**src/rtl/gcd_engine_if.sv**
```systemverilog
// Start/done handshake bundle between an operand-supplying front end and the GCD engine.
// The front end holds the master modport; the engine holds the slave modport.
interface gcd_engine_if #(
   parameter int WIDTH = 16,
   parameter int CNT_W = 16
);
   logic             start;
   logic [WIDTH-1:0] a_in;
   logic [WIDTH-1:0] b_in;
   logic             ready;
   logic             busy;
   logic             done;
   logic [WIDTH-1:0] result;
   logic             err;
   logic             zero_in;
   logic [CNT_W-1:0] iter_count;

   modport master (
      output start, a_in, b_in,
      input  ready, busy, done, result, err, zero_in, iter_count
   );

   modport slave (
      input  start, a_in, b_in,
      output ready, busy, done, result, err, zero_in, iter_count
   );
endinterface

```
**src/rtl/gcd_engine.sv**
```systemverilog
// Iterative GCD engine (subtractive or binary/Stein) with a merged controller and datapath.
// Operands are captured on an accepted start; results are held from done until the next start.
module gcd_engine #(
   parameter int WIDTH    = 16,
   parameter int ALGO     = 0,
   parameter int CNT_W    = 16,
   parameter int MAX_ITER = 65535
) (
   input  logic        clk,
   input  logic        rst,
   gcd_engine_if.slave bus
);

   localparam int K_W = $clog2(WIDTH) + 1;
   localparam logic [CNT_W-1:0] MAX_ITER_C = CNT_W'(MAX_ITER);

   typedef enum logic [1:0] {
      S_IDLE,
      S_RUN,
      S_DONE
   } state_e;

   state_e           state_q, state_d;
   logic [WIDTH-1:0] a_q, a_d;
   logic [WIDTH-1:0] b_q, b_d;
   logic [K_W-1:0]   k_q, k_d;
   logic [CNT_W-1:0] iter_q, iter_d;
   logic [WIDTH-1:0] result_q, result_d;
   logic             err_q, err_d;
   logic             zero_q, zero_d;

   logic [WIDTH-1:0] step_a;
   logic [WIDTH-1:0] step_b;
   logic [K_W-1:0]   step_k;
   logic [WIDTH-1:0] equal_result;
   logic             a_gt_b;

   assign a_gt_b = (a_q > b_q);

   // One reduction step, applied only when none of the termination checks fire.
   always_comb begin
      step_a = a_q;
      step_b = b_q;
      step_k = k_q;
      if (ALGO == 1) begin
         if (!a_q[0] && !b_q[0]) begin
            step_a = a_q >> 1;
            step_b = b_q >> 1;
            step_k = k_q + 1'b1;
         end else if (!a_q[0]) begin
            step_a = a_q >> 1;
         end else if (!b_q[0]) begin
            step_b = b_q >> 1;
         end else if (a_gt_b) begin
            step_a = a_q - b_q;
         end else begin
            step_b = b_q - a_q;
         end
      end else begin
         if (a_gt_b) begin
            step_a = a_q - b_q;
         end else begin
            step_b = b_q - a_q;
         end
      end
   end

   // Stein removes common factors of two into k; they are restored on completion.
   assign equal_result = (ALGO == 1) ? (a_q << k_q) : a_q;

   always_comb begin
      // NOTE: every signal gets its hold value first so no path leaves it unassigned (no latch).
      state_d  = state_q;
      a_d      = a_q;
      b_d      = b_q;
      k_d      = k_q;
      iter_d   = iter_q;
      result_d = result_q;
      err_d    = err_q;
      zero_d   = zero_q;

      unique case (state_q)
         S_IDLE: begin
            if (bus.start) begin
               a_d     = bus.a_in;
               b_d     = bus.b_in;
               k_d     = '0;
               iter_d  = '0;
               err_d   = 1'b0;
               zero_d  = (bus.a_in == '0) || (bus.b_in == '0);
               state_d = S_RUN;
            end
         end

         S_RUN: begin
            if ((a_q == '0) || (b_q == '0)) begin
               result_d = a_q | b_q;
               state_d  = S_DONE;
            end else if (a_q == b_q) begin
               result_d = equal_result;
               state_d  = S_DONE;
            end else if (iter_q == MAX_ITER_C) begin
               err_d    = 1'b1;
               result_d = '0;
               state_d  = S_DONE;
            end else begin
               a_d    = step_a;
               b_d    = step_b;
               k_d    = step_k;
               iter_d = iter_q + 1'b1;
            end
         end

         S_DONE: begin
            state_d = S_IDLE;
         end

         default: begin
            state_d = S_IDLE;
         end
      endcase
   end

   always_ff @(posedge clk) begin
      // NOTE: sequential state uses non-blocking assignments so all flops update together.
      if (rst) begin
         state_q  <= S_IDLE;
         a_q      <= '0;
         b_q      <= '0;
         k_q      <= '0;
         iter_q   <= '0;
         result_q <= '0;
         err_q    <= 1'b0;
         zero_q   <= 1'b0;
      end else begin
         state_q  <= state_d;
         a_q      <= a_d;
         b_q      <= b_d;
         k_q      <= k_d;
         iter_q   <= iter_d;
         result_q <= result_d;
         err_q    <= err_d;
         zero_q   <= zero_d;
      end
   end

   assign bus.ready      = (state_q == S_IDLE);
   assign bus.busy       = (state_q == S_RUN);
   assign bus.done       = (state_q == S_DONE);
   assign bus.result     = result_q;
   assign bus.err        = err_q;
   assign bus.zero_in    = zero_q;
   assign bus.iter_count = iter_q;

endmodule

```
**src/flat_wrapper.sv**
```systemverilog
// flat-port wrapper written by rule: the top's interface ports become plain ports
module gcd_engine_flat 
#(
   parameter int WIDTH    = 16,
   parameter int ALGO     = 0,
   parameter int CNT_W    = 16,
   parameter int MAX_ITER = 65535
)
  (clk, rst, bus_start, bus_a_in, bus_b_in, bus_ready, bus_busy, bus_done, bus_result, bus_err, bus_zero_in, bus_iter_count);
  gcd_engine_if #(.WIDTH(WIDTH), .CNT_W(CNT_W)) bus_i ();
  input  logic clk;
  input  logic rst;
  input wire logic [$bits(bus_i.start)-1:0] bus_start;
  input wire logic [$bits(bus_i.a_in)-1:0] bus_a_in;
  input wire logic [$bits(bus_i.b_in)-1:0] bus_b_in;
  output wire logic [$bits(bus_i.ready)-1:0] bus_ready;
  output wire logic [$bits(bus_i.busy)-1:0] bus_busy;
  output wire logic [$bits(bus_i.done)-1:0] bus_done;
  output wire logic [$bits(bus_i.result)-1:0] bus_result;
  output wire logic [$bits(bus_i.err)-1:0] bus_err;
  output wire logic [$bits(bus_i.zero_in)-1:0] bus_zero_in;
  output wire logic [$bits(bus_i.iter_count)-1:0] bus_iter_count;
  assign bus_i.start = bus_start;
  assign bus_i.a_in = bus_a_in;
  assign bus_i.b_in = bus_b_in;
  assign bus_ready = bus_i.ready;
  assign bus_busy = bus_i.busy;
  assign bus_done = bus_i.done;
  assign bus_result = bus_i.result;
  assign bus_err = bus_i.err;
  assign bus_zero_in = bus_i.zero_in;
  assign bus_iter_count = bus_i.iter_count;
  gcd_engine #(.WIDTH(WIDTH), .ALGO(ALGO), .CNT_W(CNT_W), .MAX_ITER(MAX_ITER)) u_core (.clk(clk), .rst(rst), .bus(bus_i));
endmodule
```
**config.mk**
```make
export PLATFORM = sky130hd
export DESIGN_NAME = gcd_engine_flat
export DESIGN_NICKNAME = d
export VERILOG_FILES = /design/src/rtl/gcd_engine_if.sv /design/src/rtl/gcd_engine.sv /design/src/flat_wrapper.sv
export SDC_FILE = /design/constraint.sdc
export NUM_CORES = 1
export LEC_CHECK = 0
export BUFFER_PORTS_ARGS = -buffer_cell sky130_fd_sc_hd__buf_2
export CORE_MARGIN = 4
export CORE_UTILIZATION = 25
export CTS_BUF_LIST = sky130_fd_sc_hd__clkbuf_16
export DETAILED_ROUTE_END_ITERATION = 6
export GPL_TIMING_DRIVEN = 1
export SYNTH_ARGS = -nofsm -noshare
export SYNTH_HDL_FRONTEND = slang
export SYNTH_SLANG_ARGS = --single-unit
```
**constraint.sdc**
```tcl
create_clock -name clk -period 3.05 [get_ports clk]
set_input_delay 0 -clock clk [delete_from_list [all_inputs] [get_ports clk]]
set_output_delay 0 -clock clk [all_outputs]
set_load 0.01 [all_outputs]
```
== After elaboration in Yosys (flattened, before gate mapping) ==
Cells that the tools add are included.
Storage, ports and cells
  bits of input ports: 35
  flip-flop bits (word level): 68
  output and inout bits: 37
Cells by class
  reductions and logical operators: 16
  bitwise operators: 1
  $lt $le $gt $ge: 1
  muxes and demuxes: 30
  equal/unequal tests: 12
  $add $sub $neg: 3
Operators by type and width (number)
  $mux W16: 17
  $pmux W16 S2: 3
  $logic_not A16 Y1: 4
  $sub A16 B16 Y16: 2
  $add A16 B1 Y16 const B: 1
  $eq A16 B16 Y1: 1
  $eq A16 B16 Y1 const B: 1
  $gt A16 B16 Y1: 1
  $or A16 B16 Y16: 1
  $reduce_and A6 Y1: 2
  $ne A2 B2 Y1 const B: 5
  $reduce_and A5 Y1: 2
  $mux W2: 4
  $reduce_and A2 Y1: 3
  $mux W1: 4
  $ne A2 B1 Y1 const B: 2
  $ne A4 B1 Y1 const B: 1
  $pmux W2 S2: 1
  $reduce_bool A3 Y1: 1
  $eq A2 B1 Y1 const B: 1
  $eq A2 B2 Y1 const B: 1
  $logic_not A2 Y1: 1
  $logic_or A1 B1 Y1: 2
  $pmux W1 S2: 1
  $reduce_bool A2 Y1: 1

== Depth between registers and ports, before layout ==
Gate-level depths: netlist of the first run.
  word-level depth: 6
  mapped depth: 13

== Worst setup path after synthesis of the first run ==
No wires, ideal clock.
  kind: reg2reg
  start point: register u_core.a_q[0]
  end point: register u_core.a_q[15]
  arrival time: 2.683 ns
  stages on the path, launching flop included: 12
  clock period less this slack: 2.764 ns
  path slack: 0.286 ns
  path buffers: 0
  cells stage by stage: dfxtp_1 inv_1 ha_1 fa_1 o21bai_1 a31oi_1 nand3_1 nand2_1 o41ai_4 o21ai_4 or4_1 a41oi_1
Between the ends
  longest elaborated chain between the ends: 6
  elaborated cells on any way between the ends: 14
RTL lines
  from (decl): RTL line gcd_engine.sv:24  | logic [WIDTH-1:0] a_q, a_d;
  from (signal assigned): RTL line gcd_engine.sv:128  | a_q <= '0;
  from (signal assigned): RTL line gcd_engine.sv:137  | a_q <= a_d;
  $sub A16 B16 Y16: RTL line gcd_engine.sv:61  | step_a = a_q - b_q;
  $mux W16: RTL line gcd_engine.sv:60  | if (a_gt_b) begin
  $mux W16: RTL line gcd_engine.sv:102  | end else if (iter_q == MAX_ITER_C) begin
  $mux W16: RTL line gcd_engine.sv:99  | end else if (a_q == b_q) begin
  $mux W16: RTL line gcd_engine.sv:96  | if ((a_q == '0) || (b_q == '0)) begin
  $pmux W16 S2: RTL line gcd_engine.sv:82  | unique case (state_q)
Several ways; a longest one is shown, not always the timed one. The select of a mux whose other input is x is not followed.
A chain may end at the register's enable or synchronous reset.

== Final worst setup path of the first run ==
  start point: register u_core.b_q[4]
  end point: register u_core.b_q[14]
Between the ends
  longest elaborated chain between the ends: 6
  elaborated cells on any way between the ends: 14
RTL lines
  from (decl): RTL line gcd_engine.sv:25  | logic [WIDTH-1:0] b_q, b_d;
  from (signal assigned): RTL line gcd_engine.sv:129  | b_q <= '0;
  from (signal assigned): RTL line gcd_engine.sv:138  | b_q <= b_d;
  $sub A16 B16 Y16: RTL line gcd_engine.sv:63  | step_b = b_q - a_q;
  $mux W16: RTL line gcd_engine.sv:60
  $mux W16: RTL line gcd_engine.sv:102
  $mux W16: RTL line gcd_engine.sv:99
  $mux W16: RTL line gcd_engine.sv:96
  $pmux W16 S2: RTL line gcd_engine.sv:82
Several ways; a longest one is shown, not always the timed one. The select of a mux whose other input is x is not followed.

==> impl_results.rst, run 1 <==
.. list-table::
   :header-rows: 1

   * - Metric
     - Value
   * - Leakage Power
     - 2.55 nW
   * - Number of nets produced by synthesis
     - 739
   * - Post-synth design cell area
     - 4980 µm²
   * - Minimum clock period after layout
     - 2.91 ns
   * - Internal power
     - 4.24 mW
   * - Setup TNS
     - 0 ns
   * - Antenna violations before repair
     - 0
   * - Number of buffers added by the clock tree synthesis step
     - 9
   * - Top FF cell, synth
     - sky130_fd_sc_hd__dfxtp_1
   * - Site row count
     - 51
   * - Root cell of the clock tree
     - sky130_fd_sc_hd__clkbuf_16
   * - Initial Utilization
     - 0.255
   * - Post-synthesis cell type count
     - 59
   * - Metal3 WL
     - 877 µm
   * - Detail Route Antenna Nets
     - 0
   * - Total net switching power
     - 3.82 mW
   * - Xor and xnor fraction of the mapped netlist area
     - 0.0474
   * - Maximum number of pins on one net before global-route repair
     - 52
   * - Count of vias placed by the detailed router
     - 5,022
   * - Instance count of the mapped netlist
     - 654
   * - Average routed wire per standard cell
     - 16.1 µm
   * - Power share of the sequential group
     - 0.161
   * - Outcome
     - complete, no violations
   * - Total buffers and inverters traversed by the critical path
     - 1
   * - Maximum net fanout on the critical path
     - 4
   * - Final net count
     - 846
   * - Finished Cell Area
     - 6370 µm²
   * - Synthesized area per cell
     - 7.62 µm²
   * - Number of global-route vias before repair
     - 4,809
   * - Number of detailed-routing iterations run before antenna repair
     - 5
   * - Wire length of the first global-routing pass
     - 26,000 µm
   * - Final weighted congestion in routability-driven placement
     - 0.912
   * - Unrepaired setup endpoints after global routing
     - yes
   * - Global-route usage over all layers
     - 0.150
   * - Layout cells sized above 1
     - 0.210
   * - Power Dens Cells
     - 1270 nW/µm²
   * - Smallest hold slack
     - 0.00699 ns
   * - Combinational share of power
     - 0.703
   * - Boundary pin count
     - 72
   * - Async SR Flop Fraction
     - 0
   * - DRT Wirelength
     - 16,500 µm
   * - Slowest cell on the critical path
     - sky130_fd_sc_hd__dfxtp_1
   * - Top Metal Used
     - met4
   * - Port buffer count
     - 71
   * - Number of diodes added for antenna fixing
     - 0
   * - Yosys Warn Count
     - 0
   * - Achievable Freq
     - 0.344 GHz
   * - Die Outline Area
     - 22,300 µm²
   * - Multiplexer share of the synthesized area
     - 0.00402
   * - Routed metal-1 wire length
     - 7310 µm
   * - Core region area
     - 19,500 µm²
   * - Final WS setup
     - 0.143 ns
   * - Worst min-delay path category
     - in -> reg
   * - Type of the worst setup path
     - reg -> reg
   * - Number of register bits inferred by synthesis
     - 68
   * - Relative area change from synthesis to final layout
     - 27.8%
   * - Placement Setup Slack
     - 0.0676 ns
   * - Actual transition at the worst max-transition pin
     - 0.653 ns
   * - DRC violation total after the first TritonRoute iteration
     - 312
   * - H-tree depth
     - 3
   * - Worst setup SP type
     - flip-flop
   * - Headroom to the max-slew limit
     - 0.560
   * - Adder-cell area share of the yosys netlist
     - 0.129
   * - Cells along the critical path
     - inv_1 > ha_1 > nor3_2 > a21oi_1 > o2111ai_1 > a311oi_1 > o31ai_1 > xnor2_1 > a2111oi_4 > a31o_2
   * - Sw Ratio
     - 0.474
   * - Clk network pwr share
     - 0.137
   * - Synth Area in Compound Gates
     - 0.244
   * - Clk Latency, worst-skew pair
     - 0.34 ns
   * - Number of max-slew violations in the final report
     - 0
   * - Die outline width
     - 149 µm
   * - Arrival time of data at the critical path endpoint
     - 3.20 ns
   * - Max Clock Skew
     - 0.00876 ns
   * - Max rail drop VDD
     - 0.742 mV
   * - Final setup fails
     - 0
   * - Via-to-Cell Ratio
     - 4.88
   * - Final worst-path cycle share
     - 0.953
   * - Clock transition at the registers of the reported paths
     - 0.06 ns
   * - Simple-gate portion of the synthesized area
     - 0.230
   * - Global route overflow
     - 0
   * - CTS Buffer Depth
     - 2
   * - Met2 WL post-DR
     - 8060 µm
   * - Die outline height
     - 149 µm
   * - Cell type group with the largest total delay on the critical path
     - compound AO/OA/AOI/OAI gates
   * - Number of violations of the max-capacitance limit
     - 0
   * - Main combinational cell family by area after synthesis
     - compound AO/OA/AOI/OAI gates
   * - Number of remaining DRC errors
     - 0
   * - Max stage delay on crit path
     - 0.40 ns
   * - Detailed-placement wirelength estimate
     - 13,100 µm
   * - CTS tree
     - built
   * - Critical path data required time
     - 3.34 ns
   * - Total cell area at the placement stage
     - 5970 µm²
   * - Worst setup slack for register-to-register paths
     - 0.14 ns
   * - Clock net sink count
     - 68
   * - Sequential share of the synthesized area
     - 0.273
   * - Post-synth EDFFs
     - 0
   * - Number of endpoints with negative hold slack in the final report
     - 0
   * - Element type at the critical path end
     - flip-flop
[power groups by stage]
| stage | Sequential (mW) | Clock, mW | Combinational (mW) |
|---|---|---|---|
| 6_report | 1.30 | 1.10 | 5.67 |
| 5_1_grt | 1.32 | 1.17 | 6.22 |
| 3_3_place_gp | 1.30 | 0 | 5.49 |
| 3_5_place_dp | 1.31 | 0 | 5.48 |
| 2_1_floorplan | 1.36 | 0 | 3.66 |
| 4_1_cts | 1.29 | 1.14 | 5.52 |
[cell usage in the layout, fill, tap and decap left out, drive strengths merged, types with 5 or more instances in the layout]
cell and instances:
nor4 16, nor2b 8, a311oi 5, nand3 16, a211o 12, nor3 14
dfxtp 68, o21bai 8, clkinv 5, buf 125, a211oi 23, nand4 11
ha 48, a21oi 65, or3 13, inv 53, o21ai 26, nand2 55
o31ai 5, o211ai 13, nor2 83, clkbuf 9, xnor2 23
[state kept, by name (all words and copies together) (netlist names)]
signal	cells
u_core.bus.err	1
u_core.b_q	16
u_core.a_q	16
u_core.bus.iter_count	16
u_core.bus.zero_in	1
u_core.bus.result	16
u_core.state_q	2
[Yosys cell counts (3+ instances only)]
cell / number / share of area
sky130_fd_sc_hd__or2_2: 3 / 0.0038
sky130_fd_sc_hd__nor2b_1: 8 / 0.010
sky130_fd_sc_hd__and2_1: 3 / 0.0038
sky130_fd_sc_hd__nand4_1: 11 / 0.014
sky130_fd_sc_hd__nand2_1: 55 / 0.041
sky130_fd_sc_hd__xnor2_1: 23 / 0.040
sky130_fd_sc_hd__nor4_1: 16 / 0.020
sky130_fd_sc_hd__nor2_1: 83 / 0.063
sky130_fd_sc_hd__buf_2: 8 / 0.0080
sky130_fd_sc_hd__nand2b_1: 4 / 0.0050
sky130_fd_sc_hd__xor2_1: 4 / 0.0070
sky130_fd_sc_hd__a21oi_1: 65 / 0.065
sky130_fd_sc_hd__a31oi_1: 4 / 0.0050
sky130_fd_sc_hd__a211o_1: 12 / 0.021
sky130_fd_sc_hd__dfxtp_1: 68 / 0.27
sky130_fd_sc_hd__o21bai_1: 8 / 0.012
sky130_fd_sc_hd__buf_4: 4 / 0.0060
sky130_fd_sc_hd__a311oi_1: 5 / 0.0088
sky130_fd_sc_hd__a211oi_1: 23 / 0.035
sky130_fd_sc_hd__or3_1: 13 / 0.016
sky130_fd_sc_hd__o211ai_1: 13 / 0.020
sky130_fd_sc_hd__nand3_1: 16 / 0.016
sky130_fd_sc_hd__nor3_1: 12 / 0.012
sky130_fd_sc_hd__ha_1: 48 / 0.12
sky130_fd_sc_hd__clkbuf_1: 19 / 0.014
sky130_fd_sc_hd__o21ai_0: 24 / 0.024
sky130_fd_sc_hd__inv_1: 53 / 0.040
sky130_fd_sc_hd__o31ai_1: 5 / 0.0075
[worst paths after layout]
check,startpoint,end,cells after the start
hold / removal,bus_b_in[6],u_core.b_q[6]$_SDFFE_PP0P_,3
setup reg to reg,u_core.b_q[4]$_SDFFE_PP0P_,u_core.b_q[14]$_SDFFE_PP0P_,10
hold reg to reg,u_core.bus.result[13]$_SDFFE_PP0P_,u_core.bus.result[13]$_SDFFE_PP0P_,2
setup / recovery,u_core.b_q[4]$_SDFFE_PP0P_,u_core.b_q[14]$_SDFFE_PP0P_,10
[logic make-up (layout without fill, tap and decap cells)]
family,Yosys count,count (layout)
AOI/OAI and AO/OA,181,181
xor gates and xnor gates,27,27
adders and majority gates,50,50
buffers and inverters,87,198
DFF,68,68
muxes,2,2
and+or+nand+nor,239,239
[cell type report]
class	instances	area, µm²
Clock inverter	6	80.1
Timing Repair Buffer	129	851
Sequential cell	68	1360
Fill cell	2123	13200
Multi-Input combinational cell	499	3310
Clock buffer	9	225
Inverter	54	203
Tap cell	265	332
[repair_timing]
action | 4_1_cts | 5_1_grt
hold endpoints to repair | 4 | 0
setup endpoints to repair | 0 | 35
setup buffers | 0 | 1
hold buffers | 4 | 0
gates resized for setup | 0 | 11
[routing by layer]
metal	vias to the layer above	global-route usage
li1	2536	-
met1	2315	0.192
met2	154	0.249
met3	17	0.0349
met4	0	0.0462
met5	-	0
[worst register-to-register path, delay by kind of cell, from the launching register on]
| kind | cells | cell delay (ns) |
|---|---|---|
| buffers and inverters | 1 | 0.09 |
| DFF | 1 | 0.40 |
| adders and majority gates | 1 | 0.33 |
| xor gates and xnor gates | 1 | 0.17 |
| and+or+nand+nor | 1 | 0.39 |
| AOI/OAI and AO/OA | 6 | 1.49 |
[per-stage QoR]
| stage | instances | power [mW] | util |
|---|---|---|---|
| after CTS | 1029 | 7.95 | 0.323 |
| after global routing | 1030 | 8.71 | 0.326 |
| after global placement | 1010 | 6.79 | 0.306 |
| final | 1030 | 8.06 | 0.326 |
| after floorplan | 654 | 5.02 | - |
| after detailed placement | 1010 | 6.79 | 0.306 |
(Power assumes the default switching activity.)
==> run 2, diff against run 1 <==
--- a/config.mk
+++ b/config.mk
@@ -6,7 +6,7 @@
 export NUM_CORES = 1
 export LEC_CHECK = 0
 export BUFFER_PORTS_ARGS = -buffer_cell sky130_fd_sc_hd__buf_2
-export CORE_MARGIN = 4
+export CORE_ASPECT_RATIO = 1.25
 export CORE_UTILIZATION = 25
 export CTS_BUF_LIST = sky130_fd_sc_hd__clkbuf_16
 export DETAILED_ROUTE_END_ITERATION = 6
==> impl_results.rst, run 2 (synthesis results as in run 1) <==
.. list-table::
   :header-rows: 1

   * - Metric
     - Value
   * - Outcome
     - finished with violations
   * - Violations in the final reports
     - hold timing
   * - Achievable Freq
     - 0.338 GHz (-1.8%)
   * - Final worst-path cycle share
     - 0.971 (+0.0178)
   * - Maximum net fanout on the critical path
     - 17 (+13)
   * - Final weighted congestion in routability-driven placement
     - 0.937 (+2.8%)
   * - Die Outline Area
     - 20,500 µm² (-7.9%)
   * - Type of the worst setup path
     - reg -> reg
   * - Count of vias placed by the detailed router
     - 5,046 (+0.48%)
   * - Site row count
     - 57 (+12%)
   * - Element type at the critical path end
     - flip-flop
   * - Critical path data required time
     - 3.31 ns (-0.03 ns)
   * - Number of remaining DRC errors
     - 0 (unchanged)
   * - Worst setup SP type
     - flip-flop
   * - Post-route insts no fill
     - 1,032 (+0.19%)
   * - Wire length of the first global-routing pass
     - 26,600 µm (+2.5%)
   * - Startpoint of the worst setup timing path
     - u_core.a_q[13]$_SDFFE_PP0P_
   * - Headroom to the max-slew limit
     - 0.553 (-0.00755)
   * - Power Dens Cells
     - 1300 nW/µm² (+2.5%)
   * - FF-to-FF path depth
     - 12 (+2)
   * - Final setup fails
     - 0 (unchanged)
   * - Number of buffers added by the clock tree synthesis step
     - 9 (unchanged)
   * - Number of violations of the max-capacitance limit
     - 0 (unchanged)
   * - Setup bufs post-CTS
     - 0 (unchanged)
   * - Initial Utilization
     - 0.256 (+0.000738)
   * - H-tree depth
     - 3 (unchanged)
   * - Final net count
     - 847 (+0.12%)
   * - Number of max-slew violations in the final report
     - 0 (unchanged)
   * - Launch instance of the worst register-to-register path
     - u_core.a_q[13]$_SDFFE_PP0P_
   * - Total power
     - 8.30 mW (+2.9%)
   * - Minimum clock period after layout
     - 2.96 ns (+0.0543 ns)
   * - Smallest hold slack
     - -0.00145 ns (-0.00844 ns)
   * - Via-to-Cell Ratio
     - 4.89 (+0.28%)
   * - Commonest non-fill, non-tap cells in the layout
     - sky130_fd_sc_hd__nor2_1, sky130_fd_sc_hd__buf_2, sky130_fd_sc_hd__a21oi_1, sky130_fd_sc_hd__dfxtp_1, sky130_fd_sc_hd__nand2_1
   * - Number of detailed-routing iterations run before antenna repair
     - 7 (+2)
   * - Detailed-placement wirelength estimate
     - 13,500 µm (+3.2%)
   * - Layout filler cell count
     - 2,129 (+0.28%)
   * - Global-route usage over all layers
     - 0.170 (+0.0207)
   * - Root cell of the clock tree
     - sky130_fd_sc_hd__clkbuf_16
   * - Relative area change from synthesis to final layout
     - 28.3%
   * - Die outline width
     - 128 µm (-14%)
   * - Global route overflow
     - 0 (unchanged)
   * - Number of diodes added for antenna fixing
     - 0 (unchanged)
   * - CTS Buffer Depth
     - 2 (unchanged)
   * - Actual transition at the worst max-transition pin
     - 0.662 ns (+0.00894 ns)
   * - DRT Wirelength
     - 17,000 µm (+2.5%)
   * - Boundary pin count
     - 72 (unchanged)
   * - Number of endpoints with negative hold slack in the final report
     - 1 (+1)
   * - Max rail drop VDD
     - 0.684 mV (-7.9%)
   * - Maximum number of pins on one net before global-route repair
     - 52 (unchanged)
   * - Number of global-route vias before repair
     - 4,997 (+3.9%)
   * - Layout cells sized above 1
     - 0.219 (+0.00858)
   * - Leakage Power
     - 2.56 nW (+0.44%)
   * - DRC violation total after the first TritonRoute iteration
     - 235 (-25%)
   * - Inst Count DP
     - 1,012 (+0.20%)
   * - Clock net sink count
     - 68 (unchanged)
   * - Port buffer count
     - 71 (unchanged)
   * - Antenna violations before repair
     - 0 (unchanged)
   * - Clk Latency, worst-skew pair
     - 0.34 ns (about the same)
   * - Setup TNS
     - 0 ns (unchanged)
   * - Core region area
     - 19,500 µm² (-0.29%)
   * - Clock transition at the registers of the reported paths
     - 0.06 ns (about the same)
   * - CTS tree
     - built
   * - Worst min-delay path category
     - in -> reg
   * - Leading cell type in the layout, fill and taps excluded
     - sky130_fd_sc_hd__nor2_1
   * - Area taken by flip-flops and latches
     - 1370 µm² (about the same)
   * - Max Clock Skew
     - 0.00920 ns (+0.000439 ns)
   * - Detail Route Antenna Nets
     - 0 (unchanged)
   * - Reg-to-Reg End
     - u_core.b_q[7]$_SDFFE_PP0P_
   * - Average routed wire per standard cell
     - 16.4 µm (+2.3%)
   * - Instance count along the most critical hold path
     - 3 (unchanged)
   * - Arrival time of data at the critical path endpoint
     - 3.22 ns (+0.02 ns)
   * - Area occupied by multi-input gates
     - 3310 µm² (-0.19%)
   * - Die outline height
     - 160 µm (+7.2%)
   * - Worst setup slack for register-to-register paths
     - 0.09 ns (-0.05 ns)
   * - Capturing instance or port of the critical path
     - u_core.b_q[7]$_SDFFE_PP0P_
-- run 2: changes by cell type in the layout (fill, tap and decap cells not counted), moves of 2 or more --
cell | previous run | this run
sky130_fd_sc_hd__clkinvlp_4 | 0 | 2
sky130_fd_sc_hd__clkinv_1 | 4 | 1
sky130_fd_sc_hd__clkinv_2 | 0 | 2
sky130_fd_sc_hd__buf_4 | 50 | 52
-- run 2: worst max-delay path: stages, from the launching register on --
cell and delay (ns):
sky130_fd_sc_hd__dfxtp_1 0.39, sky130_fd_sc_hd__inv_1 0.09, sky130_fd_sc_hd__ha_1 0.30, sky130_fd_sc_hd__or4_4 0.59
sky130_fd_sc_hd__nor3_2 0.16, sky130_fd_sc_hd__nand4_1 0.21, sky130_fd_sc_hd__o41ai_2 0.13, sky130_fd_sc_hd__o41ai_4 0.19
sky130_fd_sc_hd__buf_4 0.18, sky130_fd_sc_hd__o21ai_4 0.17, sky130_fd_sc_hd__buf_12 0.17, sky130_fd_sc_hd__o211ai_1 0.12
sky130_fd_sc_hd__a21oi_1 0.18
-- run 2: worst min-delay path by stage --
stage / slack [ns] / end / from
global route: 0.02 / u_core.b_q[2]$_SDFFE_PP0P_ / bus_b_in[2]
global placement: 0.30 / u_core.b_q[0]$_SDFFE_PP0P_ / bus_b_in[0]
floorplan: 0.16 / u_core.b_q[0]$_SDFFE_PP0P_ / bus_b_in[0]
CTS: 0.0002 / u_core.b_q[6]$_SDFFE_PP0P_ / bus_b_in[6]
finish: -0.001 / u_core.b_q[2]$_SDFFE_PP0P_ / bus_b_in[2]
detailed placement: 0.29 / u_core.b_q[0]$_SDFFE_PP0P_ / bus_b_in[0]
-- run 2: final cells by class --
class | count | area share
Inverter | 54 | 0.0317
Multi-Input combinational cell | 499 | 0.517
Sequential cell | 68 | 0.214
Tap cell | 265 | 0.0519
Clock inverter | 7 | 0.0180
Timing Repair Buffer | 130 | 0.132
Clock buffer | 9 | 0.0352
-- run 2: per-layer routing --
layer	part of all wire	global-route usage	vias to the layer above
li1	-	-	2522
met1	0.41	0.188	2361
met2	0.51	0.309	127
met3	0.033	0.0328	36
met4	0.045	0.0807	0
met5	0	0	-
-- run 2: what timing repair did --
item	CTS	global route
gates resized for setup	0	12
endpoints found under the hold margin	4	0
hold buffers	4	0
endpoints found under the setup margin	0	25
-- run 2: where the power goes --
part | internal [mW] | switching [mW]
clock network | 0.795 | 0.417
registers | 1.13 | 0.224
logic | 2.48 | 3.25
-- run 2: through the flow --
stage                      util  instance area [µm²]  setup WS, ns
final                     0.328                 6390        0.0889
after global routing      0.328                 6390      -0.00353
after CTS                 0.326                 6350        0.0293
after detailed placement  0.307                 5970        0.0480
after global placement    0.307                 5970        0.0671
after floorplan               -                 4980         0.286
